### src/rtl/vga_pkg.sv
// Shared types and constants for the two-port VGA RAM arbiter.
// Requester 0 is display refresh and requester 1 is the host.
package vga_pkg;

  localparam int ADDR_W_DEF = 12;
  localparam int DATA_W_DEF = 32;

  typedef logic req_id_t;

  localparam req_id_t REQ_DISPLAY = 1'b0;
  localparam req_id_t REQ_HOST    = 1'b1;

  // Identifies the read in flight so its data is flagged to the right requester.
  typedef struct packed {
    logic    valid;
    req_id_t id;
  } pend_t;

endpackage

### src/rtl/vga_rr_grant.sv
// Two-way grant: a single requester always wins. On contention, the urgent display wins;
// otherwise the requester that did not win most recently wins.
module vga_rr_grant
  import vga_pkg::*;
(
  input  logic    clk,
  input  logic    reset,
  input  logic    req0,
  input  logic    req1,
  input  logic    urgent0,
  output logic    grant0,
  output logic    grant1,
  output logic    grant_valid,
  output req_id_t grant_id
);

  req_id_t last_grant_q, last_grant_d;

  // NOTE: give every always_comb output a default first, so no path infers a latch.
  always_comb begin
    grant_valid = (req0 | req1) & ~reset;
    grant_id    = REQ_DISPLAY;
    if (req0 && req1) begin
      grant_id = urgent0 ? REQ_DISPLAY : ~last_grant_q;
    end else if (req1) begin
      grant_id = REQ_HOST;
    end
    grant0       = grant_valid & (grant_id == REQ_DISPLAY);
    grant1       = grant_valid & (grant_id == REQ_HOST);
    last_grant_d = grant_valid ? grant_id : last_grant_q;
  end

  // NOTE: sequential state uses non-blocking assignments only, so every flop samples pre-edge values.
  always_ff @(posedge clk or posedge reset) begin
    if (reset) begin
      last_grant_q <= REQ_HOST;
    end else begin
      last_grant_q <= last_grant_d;
    end
  end

endmodule

### src/rtl/vga_ram_arbiter.sv
// Shares one single-cycle-latency RAM port between display refresh and host.
// Read data goes to both requesters, and only readdatavalid is steered to the issuer.
module vga_ram_arbiter
  import vga_pkg::*;
#(
  parameter int ADDR_W = ADDR_W_DEF,
  parameter int DATA_W = DATA_W_DEF
) (
  input  logic                clk,
  input  logic                reset,

  input  logic [ADDR_W-1:0]   r0_address,
  input  logic [DATA_W/8-1:0] r0_byteenable,
  input  logic                r0_read,
  input  logic                r0_write,
  input  logic [DATA_W-1:0]   r0_writedata,
  input  logic                r0_urgent,
  output logic                r0_waitrequest,
  output logic [DATA_W-1:0]   r0_readdata,
  output logic                r0_readdatavalid,

  input  logic [ADDR_W-1:0]   r1_address,
  input  logic [DATA_W/8-1:0] r1_byteenable,
  input  logic                r1_read,
  input  logic                r1_write,
  input  logic [DATA_W-1:0]   r1_writedata,
  output logic                r1_waitrequest,
  output logic [DATA_W-1:0]   r1_readdata,
  output logic                r1_readdatavalid,

  output logic [ADDR_W-1:0]   m_address,
  output logic [DATA_W/8-1:0] m_byteenable,
  output logic [DATA_W-1:0]   m_writedata,
  output logic                m_chipselect,
  output logic                m_write,
  input  logic [DATA_W-1:0]   m_readdata
);

  logic    req0, req1;
  logic    grant0, grant1, grant_valid;
  req_id_t grant_id;
  logic    sel_write;
  pend_t   pending_q, pending_d;

  assign req0 = r0_read | r0_write;
  assign req1 = r1_read | r1_write;

  vga_rr_grant u_grant (
    .clk         (clk),
    .reset       (reset),
    .req0        (req0),
    .req1        (req1),
    .urgent0     (r0_urgent),
    .grant0      (grant0),
    .grant1      (grant1),
    .grant_valid (grant_valid),
    .grant_id    (grant_id)
  );

  // Read and write together counts as a write.
  always_comb begin
    sel_write    = 1'b0;
    m_address    = r0_address;
    m_byteenable = r0_byteenable;
    m_writedata  = r0_writedata;
    if (grant_id == REQ_HOST) begin
      sel_write    = r1_write;
      m_address    = r1_address;
      m_byteenable = r1_byteenable;
      m_writedata  = r1_writedata;
    end else begin
      sel_write    = r0_write;
    end
    if (!sel_write) begin
      m_byteenable = '1;
    end
    m_chipselect = grant_valid;
    m_write      = grant_valid & sel_write;
  end

  always_comb begin
    pending_d.valid = grant_valid & ~sel_write;
    pending_d.id    = grant_id;
  end

  always_ff @(posedge clk or posedge reset) begin
    if (reset) begin
      pending_q <= '{valid: 1'b0, id: REQ_DISPLAY};
    end else begin
      pending_q <= pending_d;
    end
  end

  always_comb begin
    r0_waitrequest   = req0 & ~grant0;
    r1_waitrequest   = req1 & ~grant1;
    r0_readdata      = m_readdata;
    r1_readdata      = m_readdata;
    r0_readdatavalid = pending_q.valid & (pending_q.id == REQ_DISPLAY);
    r1_readdatavalid = pending_q.valid & (pending_q.id == REQ_HOST);
  end

endmodule

### config.mk
export PLATFORM = sky130hd
export DESIGN_NAME = vga_ram_arbiter
export DESIGN_NICKNAME = d
export VERILOG_FILES = /design/src/rtl/vga_pkg.sv /design/src/rtl/vga_rr_grant.sv /design/src/rtl/vga_ram_arbiter.sv
export SDC_FILE = /design/constraint.sdc
export NUM_CORES = 1
export LEC_CHECK = 0
export ABC_AREA = 1
export CORE_AREA = 2 2 99 101
export DETAILED_ROUTE_END_ITERATION = 8
export DIE_AREA = 0 0 101 103
export GPL_ROUTABILITY_DRIVEN = 0
export PLACE_DENSITY_LB_ADDON = 0.15
export RECOVER_POWER = 25
export SLEW_MARGIN = 25
export SYNTH_ARGS = -nofsm -noshare
export SYNTH_HDL_FRONTEND = slang
export SYNTH_HIERARCHICAL = 1
export SYNTH_SLANG_ARGS = --single-unit
### constraint.sdc
create_clock -name clk -period 1.35 [get_ports clk]
set_input_delay 0.27 -clock clk [delete_from_list [all_inputs] [get_ports clk]]
set_output_delay 0.27 -clock clk [all_outputs]
set_load 0.05 [all_outputs]
Word level (Yosys, flattened, before mapping)
Index checks and enable logic that the tools add are counted.

cells by class
  muxes and demuxes = 8
  bitwise operators = 19
  reduce and logical (&&, ||, !) cells = 1

operator list
  operator           count
  32-bit 2-to-1 mux  1
  12-bit 2-to-1 mux  1
  1-bit bitwise AND  9
  4-bit 2-to-1 mux   2
  1-bit inverter     7
  1-bit 2-to-1 mux   4
  1-bit OR           3
  1-bit logical AND  1

word-level totals
  bits in registers = 3
  input bits = 135
  output and inout port bits = 118
  logic and storage cells = 31

Longest topological paths before layout
  word-level depth = 7
  mapped depth = 11
  gate-level depth less buffers = 9

Hierarchy
The synthesis kept the hierarchy.

by module, submodules not included
  module           instances  cells each  area each (µm²)  sequential area each (µm²)
  vga_ram_arbiter  1          256         1,288.7          50.0
  vga_rr_grant     1          15          82.6             26.3

Least setup slack after synthesis
Ideal clock, no wire load.

  path kind = input port to output port
  start = input port r0_write
  end = output port m_write
  arrival = 1,687 ps
  required time = 1,080 ps
  setup slack = -607 ps
  cell stages on the path = 11
  buffers on the path = 2
  path through = inv_1 > nand2_1 > inv_1 > nor2_1 > nor2_1 > buf_6 > inv_4 > buf_6 > nand2_1 > nand2_1 > nor2_1

on the way
  word-level cells in the longest chain between the ends = 5
  elaborated cells on any way between the ends = 7

RTL lines
  item                line                   text
  start, declared     vga_ram_arbiter.sv:15  input logic r0_write,
  1-bit OR            vga_ram_arbiter.sv:45  assign req0 = r0_read | r0_write;
  named net req0      vga_ram_arbiter.sv:39  logic req0, req1;
  1-bit logical AND   vga_rr_grant.sv:23     if (req0 && req1) begin
  1-bit 2-to-1 mux    vga_rr_grant.sv:23
  named net grant_id  vga_ram_arbiter.sv:41  req_id_t grant_id;
  1-bit 2-to-1 mux    vga_ram_arbiter.sv:66  if (grant_id == REQ_HOST) begin
  1-bit bitwise AND   vga_ram_arbiter.sv:78  m_write = grant_valid & sel_write;
  end, declared       vga_ram_arbiter.sv:35  output logic m_write,

The timed path passes the listed nets, and every way through them passes these cells.

Worst setup path after layout
  start = register u_grant.last_grant_q
  end = output port m_writedata[11]

on the way
  word-level cells in the longest chain between the ends = 4

RTL lines
  item                    line                   text
  start, declared         vga_rr_grant.sv:17     req_id_t last_grant_q, last_grant_d;
  start signal, assigned  vga_rr_grant.sv:38     last_grant_q <= last_grant_d;
  1-bit inverter          vga_rr_grant.sv:24     grant_id = urgent0 ? REQ_DISPLAY : ~last_grant_q;
  1-bit 2-to-1 mux        vga_rr_grant.sv:24
  1-bit 2-to-1 mux        vga_rr_grant.sv:23
  named net grant_id      vga_ram_arbiter.sv:41
  32-bit 2-to-1 mux       vga_ram_arbiter.sv:66
  end, declared           vga_ram_arbiter.sv:33  output logic [DATA_W-1:0] m_writedata,

The timed path passes the listed nets, and every way through them passes these cells.

==> reports/qor.csv <==
stage,metric,value,unit
clock_network,cts.sinks,3,
sta,layout_setup_ws,-0.591,ns
detailed_routing,routedWlPerCell,13.6,um
detailed_routing,wl_met2,3980,um
clock_network,clk_path_buf_depth,2,
clock_network,tritoncts,done,
critical_path,startpoint,u_grant/last_grant_q$_DFFE_PP1P_,
critical_path,critPathLaunchType,flip-flop,
sta,tightestPinTransition,0.199,ns
placement,hpwl,5310,um
critical_path,critPathKind,reg2out,
sta,slew_headroom,86.7,%
critical_path,arrival,1.67,ns
detailed_routing,drt_iter0_drc,27,
clock_network,cts-hold-fix-buffers,0,
clock_network,htree_levels,1,
critical_path,r2r_start,u_grant/last_grant_q$_DFFE_PP1P_,
logic_synthesis,syn_nets,406,
cells_and_area,final_area,0.00451,sq mm
die,die-area,0.0104,sq mm
sta,max_freq,515,MHz
clock_network,clk_pin_slew,0.03,ns
critical_path,worstSetupEndpointType,primary output,
sta,period_needed,1.94,ns
sta,finClkSkew,0.000883,ns
logic_synthesis,ys_ff_latch,3,
global_routing,grt_overflow,0,
sta,final-max-slew-violation-count,0,
logic_synthesis,synth.distinct_cells,15,
power,power_density,755,mW/mm^2
detailed_routing,vias_per_cell,3.84,
detailed_routing,route.detailed.drc,0,
logic_synthesis,ys_seq_area_share,5.57,%
detailed_routing,num_vias,1938,
sta,hold_violations,0,
global_routing,grt_pass1_wl,10100,um
detailed_routing,dr.pass1.iters,4,
detailed_routing,dr.max_layer_used,met4,
critical_path,crit_fanout,4,
placement,placed_cell_area,0.00363,sq mm
sta,min_period_over_period,144,%
clock_network,numCtsBuffers,3,
detailed_routing,route.met3.wl,661,um
sta,whs,0.177,ns
power,ir_drop,341,uV
critical_path,endpoint,m_writedata[11],
die,initial_core_util,14.5,%
logic_synthesis,yosys_warnings,6,
logic_synthesis,postSynthAreaPerCell,5.06,sq um
run,drv_cap,0,
detailed_routing,wl_met1,2120,um
cells_and_area,syn_to_final_growth,229,%
run_status,outcome,"complete, but fails checks",
die,ioPinCount,253,
power,leakagePower,0.00218,uW
global_routing,grt_pass1_vias,2088,
cells_and_area,post-route-util,47.7,%
global_routing,antenna_found_initial,0,
die,row_count,36,
cells_and_area,fillCellCount,931,
detailed_routing,drt_wl_total,6880,um
min_path,min_path_type,in2async,
detailed_routing,ant_nets,0,
die,die_h,103,um
placement,io_buffer_count,156,
cells_and_area,final_cell_mix,"nand2_4, clkdlybuf4s50_1, buf_12",
clock_network,cts_root_buf,clkbuf_8,
global_routing,globalRouteTotalUtil,12.5,%
cells_and_area,drive_above_1_share,60.9,%
cells_and_area,layout_commonest_cell,nand2_4,
cells_and_area,nets,527,
die,die_x,101,um
sta,rsz0062_at_grt,true,
critical_path,reg2reg_slack,-0.11,ns
critical_path,rr_endpoint,pending_q[1]$_DFF_PP0_,
logic_synthesis,synth_cells,271,
global_routing,grt_max_degree,20,
die,fp.coreArea,0.00946,sq mm
sta,finalSetupViolations,53,
run_status,violations,negative setup slack,
logic_synthesis,syn-cell-area,0.00137,sq mm
clock_network,clock_latency,0.22,ns
critical_path,required,1.08,ns
cells_and_area,diodes,0,
critical_path,reg2regPathDepth,9,
==> state kept, by name, summed over array words and instances, names as in the netlist <==
name,count
pending_q,2
u_grant/last_grant_q,1
==> per-layer routing <==
metal  GRT usage (%)  up-vias
met3            4.27       20
met4            3.95        0
met5               0        -
met2            24.2       87
met1            12.6      867
li1                -      964
==> cell usage after synthesis (all sizes together) <==
master | number | area [sq um]
dfrtp | 2 | 50.1
dfstp | 1 | 26.3
nand3 | 1 | 5.00
buf | 75 | 554
inv | 22 | 85.1
nand2 | 159 | 602
a21oi | 2 | 10.0
nor2 | 7 | 28.8
o21ai | 2 | 10.0
==> metrics by stage <==
stage / setup TNS [ns] / total power (uW) / setup slack [ns] / instances
after floorplan: -9.59 / 1860 / -0.254 / 271
after global placement: -46.15 / 2640 / -0.952 / 484
after detailed placement: -45.51 / 2650 / -0.930 / 484
after CTS: -33.28 / 3300 / -0.675 / 503
after global routing: -30.70 / 3570 / -0.644 / 505
final: -26.89 / 3410 / -0.591 / 505
==> cell type report <==
| cell class | count | area (sq um) | area share, % |
|---|---|---|---|
| inverter | 22 | 114 | 2.52 |
| timing repair inverter | 1 | 6.26 | 0.139 |
| multi-input combinational | 171 | 1540 | 34.0 |
| clock buffer | 4 | 45.0 | 0.998 |
| timing repair buffer | 190 | 2590 | 57.5 |
| sequential | 3 | 76.3 | 1.69 |
| tap | 114 | 143 | 3.16 |
==> power breakdown <==
part	switching [uW]	internal, uW	total (uW)
clock network	63.9	202	266
logic	1530	1510	3030
registers	6.68	103	110
total	1600	1810	3410
==> critical path, cell delays in order (launching register included) <==
cell,delay [ns]
dfstp_2,0.54
nor2_4,0.04
nor2_4,0.10
nor2_4,0.06
buf_12,0.13
buf_12,0.14
clkbuf_16,0.16
nand2_2,0.07
nand2_4,0.05
buf_12,0.14
==> how the worst min path moves through the flow <==
stage / endpoint / cells after the start
CTS: pending_q[1]$_DFF_PP0_ / 3
finish: pending_q[1]$_DFF_PP0_ / 3
global route: pending_q[1]$_DFF_PP0_ / 3
global placement: u_grant/last_grant_q$_DFFE_PP1P_ / 2
detailed placement: u_grant/last_grant_q$_DFFE_PP1P_ / 2
floorplan: pending_q[0]$_DFF_PP0_ / 1
==> cell families after synthesis <==
group | after synthesis | synth area share [%]
AND/OR/NAND/NOR | 167 | 46.4
buffers and inverters | 97 | 46.6
AO/OA/AOI/OAI | 4 | 1.46
flip-flops | 3 | 5.57
==> repair_timing <==
action | in CTS | in global routing
gates cloned | 5 | 1
setup endpoints to repair | 53 | 53
hold endpoints to repair | 0 | 0
pin swaps | 10 | 17
buffers inserted | 10 | 3
gates resized for setup | 132 | 59
Power figures use the tool's default switching activity.
